File: config.mk
export PLATFORM = sky130hd
export DESIGN_NAME = regfile_ctrl
export DESIGN_NICKNAME = d
export VERILOG_FILES = /design/src/rtl/regfile_ctrl.sv
export SDC_FILE = /design/constraint.sdc
export NUM_CORES = 1
export LEC_CHECK = 0
export CAP_MARGIN = 20
export CORE_MARGIN = 5
export CORE_UTILIZATION = 48
export CTS_CLUSTER_DIAMETER = 80
export DETAILED_ROUTE_END_ITERATION = 10
export GPL_ROUTABILITY_DRIVEN = 0
export PLACE_DENSITY = 0.94
export REMOVE_ABC_BUFFERS = 1
export SETUP_SLACK_MARGIN = 0.2
export SLEW_MARGIN = 15
export SYNTH_ARGS = -nofsm -noshare
export SYNTH_HDL_FRONTEND = slang
export SYNTH_SLANG_ARGS = --single-unit
File: constraint.sdc
create_clock -name CLK -period 6.5 [get_ports CLK]
set_input_delay 1.95 -clock CLK [delete_from_list [all_inputs] [get_ports CLK]]
set_output_delay 1.95 -clock CLK [all_outputs]
set_load 0.02 [all_outputs]
File: src/rtl/regfile_ctrl.sv
// Sequencer that fetches two operands from an 8x8 register file, executes a small ALU op
// and writes the result back. Define REGFILE_CTRL_LOADI_FAST_EN to let LOADI skip the operand read.
module regfile_ctrl (
    input  logic        CLK,
    input  logic        RESET,
    input  logic [31:0] INSTR,
    input  logic        INSTR_VALID,
    output logic        INSTR_READY,
    output logic [2:0]  REG_OUT1ADDRESS,
    output logic [2:0]  REG_OUT2ADDRESS,
    input  logic [7:0]  REG_OUT1,
    input  logic [7:0]  REG_OUT2,
    output logic [2:0]  REG_INADDRESS,
    output logic [7:0]  REG_IN,
    output logic        REG_WRITE,
    output logic        DONE,
    output logic        ERROR,
    output logic [2:0]  state_dbg
);

    // Handshake: an instruction is taken on a rising CLK edge where INSTR_VALID and
    // INSTR_READY are both 1; INSTR_READY is high only in IDLE and INSTR is ignored otherwise.

    typedef enum logic [2:0] {
        IDLE  = 3'd0,
        READ  = 3'd1,
        WAIT  = 3'd2,
        EXEC  = 3'd3,
        WRITE = 3'd4
    } state_t;

    localparam logic [7:0] OP_LOADI = 8'h00;
    localparam logic [7:0] OP_MOV   = 8'h01;
    localparam logic [7:0] OP_ADD   = 8'h02;
    localparam logic [7:0] OP_SUB   = 8'h03;
    localparam logic [7:0] OP_AND   = 8'h04;
    localparam logic [7:0] OP_OR    = 8'h05;

    state_t     state;
    state_t     state_nxt;
    logic [7:0] opcode_q;
    logic [2:0] dest_q;
    logic [2:0] src1_q;
    logic [2:0] src2_q;
    logic [7:0] imm_q;
    logic [7:0] result_q;
    logic [7:0] alu_result;
    logic       legal;
    logic       accept;
    logic       unused_instr_bits;

    assign unused_instr_bits = ^{INSTR[23:19], INSTR[15:11]};

    assign accept    = INSTR_VALID && (state == IDLE);
    assign legal     = (opcode_q <= OP_OR);
    assign state_dbg = state;

    always_ff @(posedge CLK or posedge RESET) begin
        if (RESET) begin
            state <= IDLE;
        end else begin
            state <= state_nxt;
        end
    end

    always_comb begin
        state_nxt = state;
        case (state)
            IDLE: begin
                if (INSTR_VALID) begin
`ifdef REGFILE_CTRL_LOADI_FAST_EN
                    state_nxt = (INSTR[31:24] == OP_LOADI) ? WRITE : READ;
`else
                    state_nxt = READ;
`endif
                end
            end
            READ:    state_nxt = WAIT;
            WAIT:    state_nxt = EXEC;
            EXEC:    state_nxt = WRITE;
            WRITE:   state_nxt = IDLE;
            default: state_nxt = IDLE;
        endcase
    end

    // Outputs decode from state only; reset forces IDLE at once, so a write in flight is dropped.
    always_comb begin
        INSTR_READY = 1'b0;
        REG_WRITE   = 1'b0;
        DONE        = 1'b0;
        ERROR       = 1'b0;
        case (state)
            IDLE:  INSTR_READY = 1'b1;
            WRITE: begin
                DONE      = 1'b1;
                REG_WRITE = legal;
                ERROR     = !legal;
            end
            default: ;
        endcase
    end

    always_comb begin
        alu_result = 8'h00;
        case (opcode_q)
            OP_LOADI: alu_result = imm_q;
            OP_MOV:   alu_result = REG_OUT2;
            OP_ADD:   alu_result = REG_OUT1 + REG_OUT2;
            OP_SUB:   alu_result = REG_OUT1 - REG_OUT2;
            OP_AND:   alu_result = REG_OUT1 & REG_OUT2;
            OP_OR:    alu_result = REG_OUT1 | REG_OUT2;
            default:  alu_result = 8'h00;
        endcase
    end

    // Fields are captured once at accept, so the read addresses stay put until the next accept.
    always_ff @(posedge CLK or posedge RESET) begin
        if (RESET) begin
            opcode_q <= 8'h00;
            dest_q   <= 3'b000;
            src1_q   <= 3'b000;
            src2_q   <= 3'b000;
            imm_q    <= 8'h00;
        end else if (accept) begin
            opcode_q <= INSTR[31:24];
            dest_q   <= INSTR[18:16];
            src1_q   <= INSTR[10:8];
            src2_q   <= INSTR[2:0];
            imm_q    <= INSTR[7:0];
        end
    end

    always_ff @(posedge CLK or posedge RESET) begin
        if (RESET) begin
            result_q <= 8'h00;
`ifdef REGFILE_CTRL_LOADI_FAST_EN
        end else if (accept && (INSTR[31:24] == OP_LOADI)) begin
            result_q <= INSTR[7:0];
`endif
        end else if (state == EXEC) begin
            result_q <= alu_result;
        end
    end

    assign REG_OUT1ADDRESS = src1_q;
    assign REG_OUT2ADDRESS = src2_q;
    assign REG_INADDRESS   = dest_q;
    assign REG_IN          = result_q;

endmodule

==> impl_metrics.ini <==
[grt]
grt_pass1_wl_microns = 7797
first_global_vias = 1750
grt_usage_pct = 17.89
grt-ovfl-total = 0
antenna_found_initial = 0
grt_max_degree = 34

[synth]
ys_seq_area_share_pct = 39.78
synth_common_cells = 33 x dfrtp_1, 20 x mux2_2, 18 x o21ai_0
avgSynthCellArea_sq_um = 9.932
ys_seq_elements = 33
synth.distinct_cells = 47
yosys-top-cells-area = dfrtp_1 40%, mux2_2 11%, ha_1 6.0%, o21ai_0 4.3%, a21oi_1 3.4%
ys.flop_type = dfrtp_1
synth_cells = 209
synth-edff-count = 0
synth_area_sq_um = 2076
synth-async-reset-ratio_pct = 100.0
synth_warnings = 0
yosys.area.top_type_share_pct = 39.78
yosys.area.top_type = dfrtp_1
yosysMostFrequentCell = dfrtp_1

[worst_setup_path]
cp-end-kind = flip-flop
critPathBufInv = 1
path_cells = clkdlybuf4s50_1 -> nor4_1 -> a21oi_1 -> xnor2_1 -> ha_1 -> and3_1 -> a211oi_1 -> xnor3_1 -> o21ai_1
slowest_stage = clkdlybuf4s50_1
start_kind = primary input
path_max_fanout = 6
worstPathRequired_ns = 6.71
cp.arrival_ns = 4.46
max_stage_delay_ns = 0.53
crit_type = primary input to flip-flop
critPathTopFamily = simple AND/OR/NAND/NOR gates

[timing]
rsz0062_at_grt = false
holdWs_ns = 0.4947
final_hold_viol_count = 0
skew_ns = 0.003217
layout_min_cycle_time_ns = 4.246
slew_violations = 0
finalCritPeriodShare_pct = 65.32
totalNegativeSetupSlack_ns = 0
setup_viol = 0
slew_headroom_pct = 33.59
max_freq_mhz = 235.5
tightestPinTransition_ns = 0.9962

[die]
dieArea_sq_um = 5740
initial_utilization_pct = 48.68
die_h_microns = 75.76
num_rows = 24
chipWidth_microns = 75.76
core_sq_um = 4264
io_pins = 75

[place]
io_buffers = 64
dp.final_hpwl_microns = 3779

[clock_tree]
root_buffer = clkbuf_8
clk_pin_slew_ns = 0.07
cts_tree = built
numCtsBuffers = 5
clk_latency_ns = 0.29
clockBufferDepth = 2
clock_sinks = 33
hold_buffers = 0
post_cts_resize_count = 0
postCtsSetupBuffers = 0
htree_levels = 2

[route]
drcViolationCount = 0
wl_per_cell_microns = 15.18
drt_wl_total_microns = 4902
firstDrtPassIters = 4
avgViaCountPerCell = 5.601
drt_iter0_markers = 114
vias = 1809
antenna_left = 0

[pwr]
irDropWorstVdd_mv = 0.2244
p_leak_nw = 1.188
power.density_nw_per_um2 = 395.7

[run_status]
status = finished clean

[cells_and_area]
drive_above_1_share_pct = 12.92
fillCellCount = 339
diodes = 0
final_nets = 332
syn_to_final_growth_pct = 37.37

[hold_path]
hp-class = flip-flop to flip-flop

[run]
cap_viol_max_count = 0
==> worst reg2reg max path, stage by stage (launching register included) <==
cell,delay [ns]
dfrtp_1,0.63
nand2b_1,0.36
nor3_2,0.22
nand2_1,0.16
o21ai_0,0.17
xor2_1,0.17
ha_1,0.30
a21oi_1,0.16
o21ai_0,0.10
a211oi_1,0.27
xnor3_1,0.25
o21ai_1,0.14
==> placed cells by master (no fill, tap or decap), drive strengths merged, types with 5 or more instances in the layout <==
master and n:
a21o 5, a21oi 15, clkbuf 6, clkdlybuf4s50 64, dfrtp 33, ha 10
inv 9, mux2 20, nand2 16, nor2 10, o21ai 19, xnor2 6
==> sequential cells by signal, summed over array words and instances (netlist names) <==
signal           cells
imm_q                6
REG_OUT1ADDRESS      3
REG_INADDRESS        3
state_dbg            3
REG_IN               8
opcode_q             8
REG_OUT2ADDRESS      2
==> final cells by class <==
type | count | area (sq um) | share of cell area [%]
Multi-Input combinational cell | 156 | 1159 | 40.63
Clock inverter | 2 | 37.54 | 1.316
Clock buffer | 6 | 82.58 | 2.896
Inverter | 9 | 33.78 | 1.185
Tap cell | 52 | 65.06 | 2.282
Timing Repair Buffer | 65 | 648.1 | 22.73
Sequential cell | 33 | 825.8 | 28.96
==> metrics by stage <==
step | worst slack, ns | total power [mW] | util, % | instance area, sq um | std cells
floorplan | 2.789 | 0.7055 | - | 2018 | 198
global placement | 1.985 | 0.9138 | 64.06 | 2731 | 315
detailed placement | 1.959 | 0.9328 | 64.06 | 2731 | 315
CTS | 2.232 | 1.138 | 66.87 | 2851 | 323
global route | 2.094 | 1.204 | 66.87 | 2851 | 323
finish | 2.254 | 1.128 | 66.87 | 2851 | 323
==> metal layers <==
metal	wire length, microns	share of wire (%)	track usage (%)	vias to the layer above
met5	0	0	0	-
met4	70	1.4	7.573	0
met3	455	9.3	5.013	7
met1	2073	42	22.65	852
li1	-	-	-	879
met2	2303	47	28.61	71
==> worst paths after layout <==
path | start | to | cells past startpoint | slack [ns]
setup / recovery | REG_OUT2[2] | REG_IN[7] | 9 | 2.25
hold / removal | REG_IN[1] | REG_IN[1] | 2 | 0.49
setup reg to reg | opcode_q[2] | REG_IN[7] | 11 | 3.51
hold reg to reg | REG_IN[1] | REG_IN[1] | 2 | 0.49
max in group asynchronous | RESET | imm_q[6] | 3 | 4.17
min in group asynchronous | RESET | REG_INADDRESS[1] | 3 | 2.04
==> cell families after synthesis <==
group           count (synthesis)  share of synthesized area, %
fa+ha+maj                      11                         6.992
simple gates                   50                         12.90
xor+xnor                       11                         5.304
mux                            20                         10.85
flops                          33                         39.78
buf+inv                        20                         4.400
compound gates                 64                         19.77
==> power by group <==
part / switching [mW] / internal [mW] / leakage, nW
Sequential: 0.105 / 0.297 / 0.409
Combinational: 0.250 / 0.275 / 0.721
Clock: 0.0767 / 0.125 / 0.0574
(Power assumes the default switching activity.)
